[src/rtl/if_pkg.sv]
// Shared definitions for the instruction-fetch prefetch queue.
//   - fetch_state_e : fetch FSM states
//   - fetch_entry_t : one queued {pc, instr} pair (64 bits)
//   - PC_STEP, NOP_INSTR, align_pc() helper
package if_pkg;

  localparam int          XLEN      = 32;
  localparam logic [31:0] PC_STEP   = 32'd4;
  // Bubble encoding (addi x0,x0,0) for consumers that need to inject a NOP.
  localparam logic [31:0] NOP_INSTR = 32'h0000_0013;

  typedef enum logic [1:0] {
    IDLE    = 2'd0,
    REQ     = 2'd1,
    DISCARD = 2'd2
  } fetch_state_e;

  typedef struct packed {
    logic [XLEN-1:0] pc;
    logic [XLEN-1:0] instr;
  } fetch_entry_t;

  // Word-align a PC by clearing bits [1:0].
  function automatic logic [XLEN-1:0] align_pc(input logic [XLEN-1:0] pc);
    return pc & ~32'h3;
  endfunction

endpackage

[src/rtl/if_fifo.sv]
// Prefetch FIFO of {pc, instr} entries.
// Ports:
//   clk_i, rst_i (async, active low)
//   push_i/entry_i : write an entry (ignored when full)
//   pop_i          : drop the head (ignored when empty)
//   flush_i        : clear the FIFO; wins over push and pop
//   head_o         : head entry, all zero when empty
//   count_o, empty_o, full_o : occupancy
module if_fifo
  import if_pkg::*;
#(
  parameter  int DEPTH = 4,
  localparam int AW    = $clog2(DEPTH)
) (
  input  logic         clk_i,
  input  logic         rst_i,
  input  logic         push_i,
  input  fetch_entry_t entry_i,
  input  logic         pop_i,
  input  logic         flush_i,
  output fetch_entry_t head_o,
  output logic [AW:0]  count_o,
  output logic         empty_o,
  output logic         full_o
);

  fetch_entry_t  mem_q [DEPTH];
  logic [AW-1:0] wr_q, rd_q;
  logic [AW:0]   count_q;
  logic          do_push, do_pop;

  assign empty_o = (count_q == '0);
  assign full_o  = (count_q == (AW+1)'(DEPTH));
  assign count_o = count_q;
  assign do_push = push_i && !full_o;
  assign do_pop  = pop_i && !empty_o;
  assign head_o  = empty_o ? '0 : mem_q[rd_q];

  // Storage has no reset; empty_o masks stale contents on the head port.
  always_ff @(posedge clk_i) begin
    if (do_push && !flush_i) mem_q[wr_q] <= entry_i;
  end

  // DEPTH is a power of two, so pointers wrap naturally.
  always_ff @(posedge clk_i or negedge rst_i) begin
    if (!rst_i) begin
      wr_q    <= '0;
      rd_q    <= '0;
      count_q <= '0;
    end else if (flush_i) begin
      wr_q    <= '0;
      rd_q    <= '0;
      count_q <= '0;
    end else begin
      if (do_push) wr_q <= wr_q + AW'(1);
      if (do_pop)  rd_q <= rd_q + AW'(1);
      case ({do_push, do_pop})
        2'b10:   count_q <= count_q + (AW+1)'(1);
        2'b01:   count_q <= count_q - (AW+1)'(1);
        default: count_q <= count_q;
      endcase
    end
  end

endmodule

[src/rtl/if_prefetch_queue.sv]
// Instruction-fetch front end: sequential PC generation, single-outstanding
// memory reads over req/ack, prefetch FIFO toward decode over valid/ready,
// and redirect handling that flushes queued and in-flight fetches.
// Ports:
//   clk_i, rst_i (async, active low), start_i (fetch enable)
//   mem_req_o/mem_addr_o/mem_ack_i/mem_rdata_i : instruction memory
//   redirect_i/redirect_pc_i                   : branch/jump restart
//   instr_valid_o/instr_o/instr_pc_o/instr_ready_i : decode side
module if_prefetch_queue
  import if_pkg::*;
#(
  parameter int          DEPTH    = 4,
  parameter logic [31:0] RESET_PC = 32'h0000_0000
) (
  input  logic        clk_i,
  input  logic        rst_i,
  input  logic        start_i,
  output logic        mem_req_o,
  output logic [31:0] mem_addr_o,
  input  logic        mem_ack_i,
  input  logic [31:0] mem_rdata_i,
  input  logic        redirect_i,
  input  logic [31:0] redirect_pc_i,
  output logic        instr_valid_o,
  output logic [31:0] instr_o,
  output logic [31:0] instr_pc_o,
  input  logic        instr_ready_i
);

  localparam int CW = $clog2(DEPTH) + 1;

  fetch_state_e state_q, state_d;
  logic [31:0]  fetch_pc_q, fetch_pc_d;
  logic [31:0]  addr_q, addr_d;
  logic         req_q, req_d;

  logic          push, pop, fifo_empty, fifo_full;
  logic [CW-1:0] count, cnt_after;
  logic [31:0]   next_pc;
  fetch_entry_t  head, push_entry;

  assign pop        = instr_valid_o & instr_ready_i;
  assign next_pc    = addr_q + PC_STEP;
  // Occupancy after this cycle's push and pop; push only happens below DEPTH,
  // so this never overflows CW bits.
  assign cnt_after  = count + CW'(1) - CW'(pop);
  assign push_entry = '{pc: addr_q, instr: mem_rdata_i};

  always_comb begin
    state_d    = state_q;
    fetch_pc_d = fetch_pc_q;
    addr_d     = addr_q;
    req_d      = req_q;
    push       = 1'b0;
    case (state_q)
      IDLE: begin
        if (redirect_i) begin
          fetch_pc_d = align_pc(redirect_pc_i);
        end else if (start_i && !fifo_full) begin
          state_d = REQ;
          req_d   = 1'b1;
          addr_d  = fetch_pc_q;
        end
      end
      REQ: begin
        if (redirect_i) begin
          fetch_pc_d = align_pc(redirect_pc_i);
          // Without ack the old request must still complete, so hold req/addr.
          if (mem_ack_i) begin
            state_d = IDLE;
            req_d   = 1'b0;
          end else begin
            state_d = DISCARD;
          end
        end else if (mem_ack_i) begin
          push       = 1'b1;
          fetch_pc_d = next_pc;
          if (start_i && (cnt_after < CW'(DEPTH))) begin
            addr_d = next_pc;
          end else begin
            state_d = IDLE;
            req_d   = 1'b0;
          end
        end
      end
      DISCARD: begin
        if (redirect_i) fetch_pc_d = align_pc(redirect_pc_i);
        if (mem_ack_i) begin
          state_d = IDLE;
          req_d   = 1'b0;
        end
      end
      default: begin
        state_d = IDLE;
        req_d   = 1'b0;
      end
    endcase
  end

  always_ff @(posedge clk_i or negedge rst_i) begin
    if (!rst_i) begin
      state_q    <= IDLE;
      fetch_pc_q <= RESET_PC;
      addr_q     <= RESET_PC;
      req_q      <= 1'b0;
    end else begin
      state_q    <= state_d;
      fetch_pc_q <= fetch_pc_d;
      addr_q     <= addr_d;
      req_q      <= req_d;
    end
  end

  // Every redirect flushes; in DISCARD the FIFO is already empty.
  if_fifo #(.DEPTH(DEPTH)) u_fifo (
    .clk_i   (clk_i),
    .rst_i   (rst_i),
    .push_i  (push),
    .entry_i (push_entry),
    .pop_i   (pop),
    .flush_i (redirect_i),
    .head_o  (head),
    .count_o (count),
    .empty_o (fifo_empty),
    .full_o  (fifo_full)
  );

  assign mem_req_o     = req_q;
  assign mem_addr_o    = addr_q;
  assign instr_valid_o = !fifo_empty;
  assign instr_o       = head.instr;
  assign instr_pc_o    = head.pc;

endmodule

[config.mk]
export PLATFORM = sky130hd
export DESIGN_NAME = if_prefetch_queue
export DESIGN_NICKNAME = d
export VERILOG_FILES = /design/src/rtl/if_pkg.sv /design/src/rtl/if_fifo.sv /design/src/rtl/if_prefetch_queue.sv
export SDC_FILE = /design/constraint.sdc
export NUM_CORES = 1
export LEC_CHECK = 0
export CAP_MARGIN = 10
export CORE_ASPECT_RATIO = 2
export CORE_MARGIN = 5
export CORE_UTILIZATION = 50
export DETAILED_ROUTE_END_ITERATION = 12
export GPL_TIMING_DRIVEN = 0
export HOLD_SLACK_MARGIN = 0.05
export PLACE_DENSITY = 0.73
export SKIP_LAST_GASP = 1
export SLEW_MARGIN = 20
export SYNTH_ARGS = -nofsm -noshare
export SYNTH_HDL_FRONTEND = slang
export SYNTH_SLANG_ARGS = --single-unit
[constraint.sdc]
create_clock -name clk_i -period 6.1 [get_ports clk_i]
set_input_delay 1.22 -clock clk_i [delete_from_list [all_inputs] [get_ports clk_i]]
set_output_delay 1.22 -clock clk_i [all_outputs]
set_load 0.02 [all_outputs]
# Word level (Yosys, flattened, before mapping)
# Memory sizes are Yosys's and may differ from the RTL's.
# Index checks and enable logic that the tools add are counted.
[word_totals]
latch_bits = 0
mem_bits_ro = 0
ff_bits = 74
input_bits = 70
mem_count = 1
ram_bits = 256
elab_cells = 87
[op_classes]
addsub = 6
bitwise = 1
div = 0
n_reduce_logical = 20
n_eq_ne = 14
shifts = 0
muxes = 37
order_cmp = 1
multipliers = 0
[memory_table]
columns = ["memory", "depth", "width", "read_ports", "rd_clocked_by_memory_dff", "write_ports", "line_no", "text"]
rows = [
  ["u_fifo.mem_q", 4, 64, 1, 0, 1, "if_fifo.sv:27", "fetch_entry_t mem_q [DEPTH];"],
]
[op_table]
columns = ["cell", "n"]
rows = [
  ["two-way mux 32 bit", 8],
  ["one-hot mux 32 bit (2 select lines)", 2],
  ["two-way mux 64 bit", 1],
  ["adder 32 x 3 -> 32 bit, second input constant", 1],
  ["two-way mux 2 bit", 11],
  ["inequality test 2 bit, second input constant", 6],
  ["two-way mux 1 bit", 11],
  ["nonzero test 2 bit", 4],
  ["inequality test 3 bit, second input constant", 2],
  ["one-hot mux 2 bit (3 select lines)", 1],
  ["one-hot mux 3 bit (2 select lines)", 1],
  ["AND reduction 6 bit", 1],
  ["logical AND 1 bit", 5],
  ["AND reduction 5 bit", 1],
  ["adder 2 x 1 -> 2 bit, second input constant", 2],
  ["equality test 2 x 1 -> 1 bit, second input constant", 2],
  ["equality test 2 bit, second input constant", 2],
  ["AND reduction 4 bit", 1],
  ["adder 3 x 1 -> 3 bit, second input constant", 1],
  ["equality test 3 bit, second input constant", 1],
  ["zero test 1 bit", 3],
  ["zero test 3 bit", 1],
  ["< comparator 3 bit, second input constant", 1],
  ["two-way mux 3 bit", 1],
  ["other kinds (9)", 9],
]

# Logic depth before layout (Yosys ltp)
# Gate-level depths: netlist of the first run.
[logic_depth]
ltp_word = 10
depth_mapped = 9
ltp_nobuf = 8

# Cells and area by module
# From an unflattened synthesis of the first run, not the netlist that was laid out.
[unflattened]
hier_cells = 913
hier_area_um2 = 14136.1
[by_module_without_submodules]
columns = ["mod", "cells_each", "n_inst", "area_per_inst_um2"]
rows = [
  ["if_fifo", 469, 1, 10197.3],
  ["if_prefetch_queue", 444, 1, 3938.8],
]

# Worst setup path after synthesis of the first run
# Ideal clock, no wire load.
[synth_timing]
path_kind = "input port to flip-flop"
startpoint = "in redirect_i"
endpoint = "mem u_fifo.mem_q[0][0] (netlist bit) (enable)"
arrival_ns = 3.503
path_stages = 4
setup_slack_ns = 2.169
setup_ns = 0.429
path_buffers = 1
required_ns = 5.671
path_cell_list = "nand4bb_1 clkbuf_1 a21oi_1 and2_1"
[synth_between]
elab_chain_cells = 6
[synth_lines]
columns = ["element", "line_no", "text"]
rows = [
  ["from (decl)", "if_prefetch_queue.sv:22", "input logic redirect_i,"],
  ["two-way mux 1 bit", "if_prefetch_queue.sv:66", "if (redirect_i) begin"],
  ["two-way mux 1 bit", "if_prefetch_queue.sv:55", "case (state_q)"],
  ["logical AND 1 bit", "if_fifo.sv:35", "assign do_push = push_i && !full_o;"],
  ["logical AND 1 bit (*)", "if_fifo.sv:41", "if (do_push && !flush_i) mem_q[wr_q] <= entry_i;"],
  ["two-way mux 1 bit (*)", "if_fifo.sv:41", ""],
  ["two-way mux 1 bit (implied by the code) (*)", "if_fifo.sv:41", ""],
  ["to (decl)", "if_fifo.sv:27", ""],
]
# Every way passes the cells marked *; elsewhere a longest branch is shown, timed or not.

# Final worst setup path of the first run
[layout_timing]
startpoint = "reg u_fifo.count_q[0], in the netlist u_fifo.count_o[0]"
endpoint = "out instr_o[4]"
[layout_between]
elab_chain_cells = 2
[layout_lines]
columns = ["element", "line_no", "text"]
rows = [
  ["from (decl)", "if_fifo.sv:29", "logic [AW:0] count_q;"],
  ["from (signal assigned)", "if_fifo.sv:58", "2'b10: count_q <= count_q + (AW+1)'(1);"],
  ["from (signal assigned)", "if_fifo.sv:59", "2'b01: count_q <= count_q - (AW+1)'(1);"],
  ["from (signal assigned)", "if_fifo.sv:60", "default: count_q <= count_q;"],
  ["zero test 3 bit", "if_fifo.sv:32", "assign empty_o = (count_q == '0);"],
  ["two-way mux 64 bit", "if_fifo.sv:37", "assign head_o = empty_o ? '0 : mem_q[rd_q];"],
  ["to (decl)", "if_prefetch_queue.sv:25", "output logic [31:0] instr_o,"],
]
# No other way between the ends.

==> results.sh, run 1 <==
export IMPL_status="complete, no violations"
export IMPL_hold_buffers=0
export IMPL_path_max_fanout=10
export IMPL_p_sw_uw=2640
export IMPL_crit_arrival_ps=3380
export IMPL_clk_pin_slew_ps=70
export IMPL_cts_sinks=330
export IMPL_place_hpwl_um=23400
export IMPL_max_freq_mhz=218
export IMPL_clock_skew_ps=16.7
export IMPL_synth_cell_types=55
export IMPL_synth_ff_type="edfxtp_1"
export IMPL_wl_per_cell_um=22.6
export IMPL_core_area_um2=27500
export IMPL_vias_per_cell=5.80
export IMPL_start_kind="flip-flop"
export IMPL_holdPathStages=2
export IMPL_place_gp_congestion=0.998
export IMPL_finalCritPeriodShare=0.753
export IMPL_pwr_share_comb=0.366
export IMPL_hold_start="fetch_pc_q[6]"
export IMPL_rsz0062_at_grt="false"
export IMPL_grt_pass1_vias=9338
export IMPL_rrSetupSlack_ps=3300
export IMPL_synth_fp_nets=987
export IMPL_slew_headroom=0.398
export IMPL_switching_share=0.344
export IMPL_tns_ps=0
export IMPL_worst_pin_slew_ps=904
export IMPL_wl_um=33400
export IMPL_die_h_um=247
export IMPL_ys_warn_count=0
export IMPL_p_clk_frac=0.226
export IMPL_seqPwrFrac=0.408
export IMPL_setup_viol_count_final=0
export IMPL_crit_type="reg -> out"
export IMPL_synth_top_area_share=0.550
export IMPL_clkLatencyLatePin_ps=540
export IMPL_antenna_left=0
export IMPL_crit_required_ps=4880
export IMPL_hold_viol=0
export IMPL_ys_async_sr_fraction=0.224
export IMPL_die_w_um=128
export IMPL_place_inst=1431
export IMPL_hold_ws_ps=478
export IMPL_power_density_nw_per_um2=449
export IMPL_synth_edf_count=256
export IMPL_cts_setup_buffers=0
export IMPL_p_total_uw=7660
export IMPL_worstReg2RegStart="state_q[1]"
export IMPL_track_usage=0.216
export IMPL_dr_pass1_iters=6
export IMPL_r2r_end="u_fifo.mem_q[1][46]"
export IMPL_drtIter0Drc=552
export IMPL_final_common_cell="edfxtp_1"
export IMPL_synthToLayoutAreaGrowth_pct=22.0
export IMPL_grt_max_degree=55
export IMPL_num_io_pins=168
export IMPL_grt_pass1_wl_um=52300
export IMPL_antenna_found_initial=0
export IMPL_numCtsBuffers=27
export IMPL_endpoint_kind="output port"
export IMPL_ir_worst_vdd_v=0.000257
export IMPL_cts_resized=0
export IMPL_synth_seq_cells=330
export IMPL_nNetsFinal=1186
export IMPL_synth_area_um2=14000
export IMPL_final_cell_mix="edfxtp_1 (256), clkdlybuf4s50_1 (164), nand2_1 (81)"
export IMPL_layoutNonFillerInstCount=1480
export IMPL_cts_tree="yes"
export IMPL_rows=86
export IMPL_synth_top_cell_by_area="edfxtp_1"
export IMPL_cts_root_buffer="clkbuf_16"
export IMPL_min_to="fetch_pc_q[6]"
export IMPL_drc=0
export IMPL_reg2reg_depth=5
export IMPL_num_vias=8584
export IMPL_io_buffers=165
export IMPL_final_core_util=0.619
export IMPL_synth_seq_area_share=0.682
export IMPL_avgSynthCellArea_um2=15.4
export IMPL_die_area_um2=31600
export IMPL_drv_slew=0
export IMPL_power_leakage_uw=0.00566
export IMPL_p_int_uw=5020
export IMPL_syn_inst=909
export IMPL_min_period_ps=4600
export IMPL_fillers=2165
export IMPL_max_cap_violations=0
export IMPL_drive_above_1_share=0.129
export IMPL_n_antenna_cell=0
export IMPL_gr_total_overflow=0
export IMPL_htreeDepth=1
export IMPL_synth_area_leaders="edfxtp_1 (55%), dfrtp_1 (13%), mux4_2 (10%)"
export IMPL_hold_path_class="reg -> reg"
export IMPL_clockBufferDepth=3
export IMPL_initial_utilization=0.508
[sequential cells by signal, summed over array words and instances (netlist names)]
signal / cells
u_fifo.rd_q: 2
u_fifo.count_o: 3
fetch_pc_q: 32
u_fifo.wr_q: 2
mem_req_o: 1
state_q: 2
u_fifo.mem_q: 256
mem_addr_o: 32
[synthesized netlist by cell type, drive strengths merged (2+ instances only)]
| master | number |
|---|---|
| nand2 | 81 |
| and4 | 2 |
| nor2 | 33 |
| nand4 | 7 |
| o21ai | 50 |
| edfxtp | 256 |
| o21a | 4 |
| a21oi | 53 |
| o22a | 3 |
| dfrtp | 74 |
| mux4 | 64 |
| a32oi | 16 |
| nand3 | 21 |
| nor2b | 3 |
| a31oi | 6 |
| xor2 | 21 |
| nand2b | 4 |
| o22ai | 16 |
| and3 | 3 |
| or3 | 5 |
| inv | 7 |
| o2bb2a | 3 |
| mux2 | 2 |
| clkbuf | 37 |
| ha | 8 |
| xnor2 | 12 |
| and2 | 70 |
| nor4b | 2 |
| mux2i | 5 |
| buf | 21 |
| nor4 | 6 |
| nor3 | 4 |
[final cells by class]
type	instances	area, um2	area share
Buffer	58	249	0.0146
Timing Repair Buffer	170	1760	0.103
Clock inverter	13	146	0.00858
Sequential cell	330	9540	0.559
Clock buffer	36	719	0.0422
Inverter	7	26.3	0.00154
Tap cell	352	440	0.0258
Multi-Input combinational cell	514	4190	0.245
[power groups by stage]
stage	clock [uW]	sequential, uW	combinational (uW)
2_1_floorplan	0	3150	1580
3_3_place_gp	0	3150	2790
3_5_place_dp	0	3170	2840
4_1_cts	1760	3120	2850
5_1_grt	1850	3160	3040
6_report	1730	3130	2800
[critical path: stages (launching register included)]
cell             delay (ps)
dfrtp_1                 420
inv_1                    80
ha_1                    280
nand2b_1                200
clkbuf_1                610
clkbuf_1                390
and2_1                  230
clkdlybuf4s50_1         620
[metrics by stage]
step,setup slack (ps),cell area [um2]
6_report,1500,17100
3_3_place_gp,205,16100
5_1_grt,1260,17100
3_5_place_dp,1950,16200
2_1_floorplan,2170,14000
4_1_cts,1340,17100
[cells by family (layout without fill, tap and decap cells)]
family	Yosys count	after routing	synth area share
XOR/XNOR	33	33	0.0207
adder cells (fa/ha/maj)	8	8	0.00716
multiplexers	71	71	0.108
AO/OA/AOI/OAI	158	158	0.0678
AND/OR/NAND/NOR	244	244	0.0946
buffers and inverters	65	284	0.0197
flip-flops	330	330	0.682
[how the worst max path moves through the flow]
stage	start	slack, ps	to
2_1_floorplan	redirect_i	2170	u_fifo.mem_q[0][0]
3_3_place_gp	mem_ack_i	210	u_fifo.mem_q[0][27]
3_5_place_dp	u_fifo.count_o[0]	1950	instr_o[4]
4_1_cts	u_fifo.count_o[0]	1340	instr_o[4]
5_1_grt	u_fifo.count_o[0]	1260	instr_o[4]
6_report	u_fifo.count_o[0]	1500	instr_o[4]
[layer usage]
layer | vias up | track usage | wire [um]
li1 | 3870 | - | -
met1 | 4307 | 0.235 | 11500
met2 | 310 | 0.409 | 18800
met3 | 97 | 0.0234 | 1600
met4 | 0 | 0.103 | 1560
met5 | - | 0 | 0
Note: power is estimated with default switching activity, not from simulation.
==> run 2, diff against run 1 <==
- clock period: 6.1 -> 4.6 ns (I/O delays scaled with it)
==> results of run 2 <==
The final DEF is identical to that of run 1. Status: complete, no violations.
Among the figures that moved: setup slack after placement 1950 ps -> 750 ps; setup slack after layout 1500 ps -> 304 ps; hold slack 478 ps -> 267 ps; register-to-register setup slack 3300 ps -> 1800 ps; total power 7660 uW -> 10200 uW; worst IR drop on VDD 0.000257 V -> 0.000341 V
